<file path="src/rtl/first_nios2_system_cpu_div_cell.sv">
// Iterative radix-2 restoring divider for the M stage: quotient and remainder 34 cycles after start.
// Optional macro DIV_SIGNED_EN enables two's-complement division; otherwise all operations are unsigned.
module first_nios2_system_cpu_div_cell #(
   parameter int DATA_W = 32,
   parameter int CNT_W  = 6
) (
   input  logic              clk,
   input  logic              reset_n,
   input  logic              M_div_start,
   input  logic              M_div_signed,
   input  logic [DATA_W-1:0] M_div_src1,
   input  logic [DATA_W-1:0] M_div_src2,
   output logic              M_div_busy,
   output logic              M_div_done,
   output logic [DATA_W-1:0] M_div_cell_quotient,
   output logic [DATA_W-1:0] M_div_cell_remainder
);

   typedef enum logic [1:0] {S_IDLE, S_PREP, S_ITER, S_FIX} state_t;

   state_t            state_q, state_d;
   logic [CNT_W-1:0]  cnt_q, cnt_d;
   logic [DATA_W-1:0] rem_q, rem_d;
   logic [DATA_W-1:0] dvd_q, dvd_d;   // dividend, shifted out as quotient bits shift in
   logic [DATA_W-1:0] dvs_q, dvs_d;
   logic [DATA_W-1:0] quot_q, quot_d;
   logic [DATA_W-1:0] remo_q, remo_d;
   logic              busy_q, busy_d;
   logic              done_q, done_d;

   logic [DATA_W:0]   rem_ext;
   logic [DATA_W+1:0] diff;
   logic [DATA_W-1:0] quot_mag;
   logic [DATA_W-1:0] quot_fix;
   logic [DATA_W-1:0] rem_fix;

`ifdef DIV_SIGNED_EN
   logic sgn_q, sgn_d;
   logic negq_q, negq_d;
   logic negr_q, negr_d;
`else
   logic unused_signed;
   assign unused_signed = M_div_signed;
`endif

   assign rem_ext  = {rem_q, dvd_q[DATA_W-1]};
   assign diff     = {1'b0, rem_ext} - {2'b00, dvs_q};
   assign quot_mag = dvd_q;

`ifdef DIV_SIGNED_EN
   assign quot_fix = negq_q ? -quot_mag : quot_mag;
   assign rem_fix  = negr_q ? -rem_q : rem_q;
`else
   assign quot_fix = quot_mag;
   assign rem_fix  = rem_q;
`endif

   always_comb begin
      state_d = state_q;
      cnt_d   = cnt_q;
      rem_d   = rem_q;
      dvd_d   = dvd_q;
      dvs_d   = dvs_q;
      quot_d  = quot_q;
      remo_d  = remo_q;
      busy_d  = busy_q;
      done_d  = 1'b0;
`ifdef DIV_SIGNED_EN
      sgn_d   = sgn_q;
      negq_d  = negq_q;
      negr_d  = negr_q;
`endif
      case (state_q)
         S_IDLE: begin
            // A start coinciding with the done pulse belongs to the finishing op's FIX slot.
            if (M_div_start && !done_q) begin
               dvd_d   = M_div_src1;
               dvs_d   = M_div_src2;
               busy_d  = 1'b1;
               state_d = S_PREP;
`ifdef DIV_SIGNED_EN
               sgn_d   = M_div_signed;
`endif
            end
         end
         S_PREP: begin
`ifdef DIV_SIGNED_EN
            if (sgn_q) begin
               negq_d = dvd_q[DATA_W-1] ^ dvs_q[DATA_W-1];
               negr_d = dvd_q[DATA_W-1];
               dvd_d  = dvd_q[DATA_W-1] ? -dvd_q : dvd_q;
               dvs_d  = dvs_q[DATA_W-1] ? -dvs_q : dvs_q;
            end else begin
               negq_d = 1'b0;
               negr_d = 1'b0;
            end
`endif
            cnt_d   = CNT_W'(DATA_W);
            rem_d   = '0;
            state_d = S_ITER;
         end
         S_ITER: begin
            if (!diff[DATA_W+1]) begin
               rem_d = diff[DATA_W-1:0];
               dvd_d = {dvd_q[DATA_W-2:0], 1'b1};
            end else begin
               rem_d = rem_ext[DATA_W-1:0];
               dvd_d = {dvd_q[DATA_W-2:0], 1'b0};
            end
            cnt_d = cnt_q - CNT_W'(1);
            if (cnt_q == CNT_W'(1))
               state_d = S_FIX;
         end
         S_FIX: begin
            // Zero divisor always reports all ones, regardless of the dividend's sign.
            quot_d  = (dvs_q == '0) ? '1 : quot_fix;
            remo_d  = rem_fix;
            done_d  = 1'b1;
            busy_d  = 1'b0;
            state_d = S_IDLE;
         end
         default: state_d = S_IDLE;
      endcase
   end

   always_ff @(posedge clk or negedge reset_n) begin
      if (!reset_n) begin
         state_q <= S_IDLE;
         cnt_q   <= '0;
         rem_q   <= '0;
         dvd_q   <= '0;
         dvs_q   <= '0;
         quot_q  <= '0;
         remo_q  <= '0;
         busy_q  <= 1'b0;
         done_q  <= 1'b0;
      end else begin
         state_q <= state_d;
         cnt_q   <= cnt_d;
         rem_q   <= rem_d;
         dvd_q   <= dvd_d;
         dvs_q   <= dvs_d;
         quot_q  <= quot_d;
         remo_q  <= remo_d;
         busy_q  <= busy_d;
         done_q  <= done_d;
      end
   end

`ifdef DIV_SIGNED_EN
   always_ff @(posedge clk or negedge reset_n) begin
      if (!reset_n) begin
         sgn_q  <= 1'b0;
         negq_q <= 1'b0;
         negr_q <= 1'b0;
      end else begin
         sgn_q  <= sgn_d;
         negq_q <= negq_d;
         negr_q <= negr_d;
      end
   end
`endif

   assign M_div_busy           = busy_q;
   assign M_div_done           = done_q;
   assign M_div_cell_quotient  = quot_q;
   assign M_div_cell_remainder = remo_q;

endmodule

</file>
<file path="config.mk">
export PLATFORM = sky130hd
export DESIGN_NAME = first_nios2_system_cpu_div_cell
export DESIGN_NICKNAME = d
export VERILOG_FILES = /design/src/rtl/first_nios2_system_cpu_div_cell.sv
export SDC_FILE = /design/constraint.sdc
export NUM_CORES = 1
export LEC_CHECK = 0
export ABC_CLOCK_PERIOD_IN_PS = 3450
export CORE_MARGIN = 2
export CORE_UTILIZATION = 40
export DETAILED_ROUTE_END_ITERATION = 10
export GPL_ROUTABILITY_DRIVEN = 0
export HOLD_SLACK_MARGIN = 0.02
export PLACE_DENSITY = 0.72
export RECOVER_POWER = 100
export SYNTH_ARGS = -nofsm -noshare
export SYNTH_HDL_FRONTEND = slang
export SYNTH_SLANG_ARGS = --single-unit
</file>
<file path="constraint.sdc">
create_clock -name clk -period 3.45 [get_ports clk]
set_clock_uncertainty 0.15 [all_clocks]
set_input_delay 1.035 -clock clk [delete_from_list [all_inputs] [get_ports clk]]
set_output_delay 1.035 -clock clk [all_outputs]
set_load 0.1 [all_outputs]
</file>
Word-level counts from Yosys, hierarchy flattened
Cells that the tools add are included.

storage, ports and cells
  register bits = 170
  output and inout bits = 66
  logic and storage cells = 41
  input port bits = 68

operators by class
  reduce and logical (&&, ||, !) cells = 11
  $add $sub $neg = 2
  equality and inequality tests = 6
  multiplexer cells = 13

operators by type and width
  kind                 count
  $pmux 32 s2          2
  $mux 32              3
  $sub 33x32->34       1
  $logic_not 32->1     1
  $pmux 6 s2           1
  $pmux 2 s4           1
  $reduce_and 2->1     4
  $eq 6x1->1 const B   1
  $reduce_bool 2->1    3
  $sub 6x1->6 const B  1
  $eq 2x2->1 const B   2
  $mux 2               2
  $ne 2x2->1 const B   2
  $mux 1               3
  $eq 2x1->1 const B   1
  $logic_not 2->1      1
  $pmux 1 s2           1
  $logic_and 1x1->1    1
  $logic_not 1->1      1

Longest topological paths before layout
Gate-level depths: netlist of the first run.

  depth after elaboration = 4
  gate-level depth with buffers = 13
  mapped depth without buffers = 12

Least setup slack after synthesis of the first run
OpenSTA, ideal clock, no wires.

  path type = register to register
  start = register dvs_q[10]
  end = register rem_q[20] (netlist: rem_fix[20])
  clock period less this slack = 3.096 ns
  path buffers = 2
  slack = 0.354 ns
  required time = 3.179 ns
  library setup time = 0.121 ns
  arrival = 2.825 ns
  stages on the path, launching flop included = 14
  cell sequence = dfrtp_1 > inv_1 > ha_1 > a211o_1 > a311oi_2 > o31ai_2 > o32ai_2 > o31a_2 > o31ai_2 > a211o_1 > buf_6 > buf_6 > mux2i_1 > a22o_1

on the way
  word-level cells in the longest chain between the ends = 3

ends and longest elaborated chain
  what                    line  source
  start, declared         25    logic [DATA_W-1:0] dvs_q, dvs_d;
  start signal, assigned  142   dvs_q <= dvs_d;
  $sub 33x32->34          47    assign diff = {1'b0, rem_ext} - {2'b00, dvs_q};
  $mux 32                 103   if (!diff[DATA_W+1]) begin
  $pmux 32 s2             73    case (state_q)
  end signal, assigned    140   rem_q <= rem_d;
  end, declared           23    logic [DATA_W-1:0] rem_q, rem_d;

No other way between the ends.
A chain may end at the register's enable or synchronous reset.

Final worst setup path of the first run
  start = register rem_q[9] (netlist: rem_fix[9])
  end = register rem_q[0] (netlist: rem_fix[0])

on the way
  word-level cells in the longest chain between the ends = 3

ends and longest elaborated chain
  what            line
  $sub 33x32->34  47
  $mux 32         103
  $pmux 32 s2     73

No other way between the ends.

==> impl_metrics.json, run 1 <==
{
  "reg2regPathDepth": 11,
  "yosysSeqAreaShare_pct": 49.2,
  "ir_drop_v": 0.000780,
  "endpoint_kind": "flop",
  "grt_pass1_wl_um": 33700,
  "rsz0062_at_grt": "true",
  "antenna_found_initial": 1,
  "cts_hold_buf": 0,
  "cts.sinks": 170,
  "dieArea_mm2": 0.0228,
  "tightest_slew_ns": 1.45,
  "die-width_um": 151,
  "drt_first_pass_iters": 4,
  "yosysWarnings": 0,
  "netlist_top_cells_area": "dfrtp_1 49%, mux2_2 8.5%, mux2i_1 7.1%",
  "grt_pass1_vias": 6633,
  "overflow": 0,
  "status": "finished clean",
  "vias": 6379,
  "hold-worst-slack_ns": 0.349,
  "finalInstanceArea_mm2": 0.0106,
  "drv_slew": 0,
  "fin_crit_sh_pct": 96.8,
  "n_antenna_cell": 0,
  "routedWlPerCell_um": 16.9,
  "critPathKind": "reg -> reg",
  "synth_flop_cell": "dfrtp_1",
  "cts_buffers": 17,
  "h-tree-depth": 4,
  "regToRegSetupSlack_ns": 0.11,
  "maxCapViolCount": 0,
  "leakage_nw": 4.79,
  "grtUsageTotal_pct": 19.0,
  "cp-start-kind": "flop",
  "drive_above_1_share_pct": 15.7,
  "cts_root_buffer": "clkbuf_16",
  "grt_max_degree": 59,
  "drc": 0,
  "maxSlewHeadroom_pct": 3.27,
  "areaGrowthSynthToFinish_pct": 22.7,
  "initial_utilization_pct": 41.0,
  "finalSetupViolations": 0,
  "netlist-cell-type-count": 59,
  "cts.clk_slew.worst_paths_ns": 0.07,
  "rows": 53,
  "syn_area_mm2": 0.00865,
  "yosys.area.top_type": "dfrtp_1",
  "final.setup.worst_slack_ns": 0.110,
  "p_per_area_mw_per_mm2": 995,
  "syn-instance-count": 768,
  "drt_iter0_markers": 281,
  "critical_path_arrival_ns": 3.52,
  "syn_nets": 875,
  "final_util_pct": 50.3,
  "period_minus_slack_ns": 3.34,
  "ioPinCount": 134,
  "hold_path_depth": 1,
  "clockBufferDepth": 2,
  "place_area_mm2": 0.0103,
  "hp-class": "reg -> reg",
  "vias_per_cell": 5.29,
  "die-height_um": 151,
  "place_ws_ns": 0.153,
  "cts_tree": "built",
  "io_buffers": 132,
  "clock_latency_ns": 0.45,
  "fin_setup_tns_ns": 0,
  "synth.ff_latch_count": 170,
  "hold_viol": 0,
  "yosysMostFrequentCell": "dfrtp_1",
  "nNetsFinal": 1024,
  "cp.required_ns": 3.63,
  "post-dp-hpwl_um": 14300,
  "synth_commonest_cells": "170 x dfrtp_1, 65 x mux2_2, 61 x mux2i_1, 61 x nand2_1, 50 x o21ai_0",
  "core_mm2": 0.0211,
  "antenna_left": 0,
  "synth_top_area_share_pct": 49.2,
  "wl_um": 20400,
  "async_flop_share_pct": 100,
  "max_freq_mhz": 299,
  "worst-path-max-fanout": 22,
  "synth-edff-count": 0,
  "syn_area_per_cell_um2": 11.3
}
==> metrics by stage <==
| step | cells | total power, W |
|---|---|---|
| final | 1205 | 0.0106 |
| after global routing | 1205 | 0.0112 |
| after CTS | 1203 | 0.0109 |
| after detailed placement | 1171 | 0.00891 |
| after global placement | 1171 | 0.00879 |
| after floorplan | 768 | 0.00738 |
==> critical path, stage by stage (launching register included) <==
cell	delay, ns
dfrtp_1	0.42
ha_1	0.36
a211o_1	0.33
a311oi_2	0.33
o31ai_2	0.15
o32ai_2	0.32
o31a_2	0.23
o31ai_4	0.07
a211o_1	0.36
buf_12	0.20
mux2i_1	0.13
a22o_1	0.19
==> sequential cells by signal (all words and copies together) (netlist names) <==
| signal | cells |
|---|---|
| M_div_busy | 1 |
| M_div_cell_remainder | 32 |
| M_div_cell_quotient | 32 |
| state_q | 2 |
| M_div_done | 1 |
| rem_fix | 32 |
| dvs_q | 32 |
| cnt_q | 6 |
| dvd_q | 32 |
==> final cells by class <==
cell class	count	area (um2)
fill	1973	10500
sequential	170	4250
multi-input combinational	516	4100
timing repair buffer	167	1150
clock buffer	17	425
tap	275	344
inverter	45	169
clock inverter	15	168
==> report_power, final <==
part / leakage, nW / total, W / internal, W / switching, W
sequential: 2.16 / 0.00317 / 0.00268 / 0.000497
clock: 0.289 / 0.00193 / 0.000981 / 0.000953
combinational: 2.35 / 0.00545 / 0.00169 / 0.00376
==> kinds of logic after synthesis <==
| logic type | synth area share [%] |
|---|---|
| compound gates | 16.2 |
| flops | 49.2 |
| simple gates | 6.93 |
| mux | 15.5 |
| buf+inv | 3.88 |
| fa+ha+maj | 5.73 |
| xor+xnor | 2.53 |
==> cells in the final DEF (no fill, tap or decap), types with 3 or more instances in the layout <==
cell and instances:
nand4_1 6, xnor2_1 16, nor4_1 9, inv_1 45, inv_8 6, o21a_1 5
nand2_1 60, a21o_1 14, nand3_1 8, nor2b_1 4, a21boi_0 4, clkbuf_2 4
clkdlybuf4s50_1 64, or2_2 3, nor3_1 7, o21bai_1 4, o2bb2ai_1 19, clkbuf_1 70
ha_1 36, xor2_1 9, clkbuf_16 17, o21ai_0 49, buf_4 25, a21oi_1 27
dfrtp_1 170, nand3b_1 3, nor2_1 21, inv_6 3, a211o_1 3, and2_1 5
mux2_2 65, o22a_1 32, a22o_1 6, mux2i_1 61
==> final timing paths <==
kind | from | endpoint
hold / removal | M_div_cell_quotient[18] | M_div_cell_quotient[18]
min in group asynchronous | reset_n | M_div_cell_quotient[20]
setup / recovery | rem_fix[9] | rem_fix[0]
max in group asynchronous | reset_n | dvs_q[16]
hold reg to reg | M_div_cell_quotient[18] | M_div_cell_quotient[18]
setup reg to reg | rem_fix[9] | rem_fix[0]
==> per-layer routing <==
layer / share of wire, % / global-route usage (%) / vias up
met2: 46 / 30.8 / 130
met4: 1.0 / 4.95 / 2
li1: - / - / 3088
met3: 7.7 / 7.20 / 19
met1: 45 / 23.9 / 3140
met5: 0.064 / 0 / -
==> timing repair <==
item,in CTS,in global routing
resized for setup,0,8
endpoints found under the setup margin,0,10
setup buffers,0,2
No activity file was read; power rests on OpenSTA's default activity.
==> run 2, diff against run 1 <==
--- a/config.mk
+++ b/config.mk
@@ -10,7 +10,7 @@
 export CORE_UTILIZATION = 40
 export DETAILED_ROUTE_END_ITERATION = 10
 export GPL_ROUTABILITY_DRIVEN = 0
-export HOLD_SLACK_MARGIN = 0.02
+export HOLD_SLACK_MARGIN = 0.15
 export PLACE_DENSITY = 0.72
 export RECOVER_POWER = 100
 export SYNTH_ARGS = -nofsm -noshare
==> results of run 2 <==
The final DEF is identical to that of run 1; final timing and power are the same.
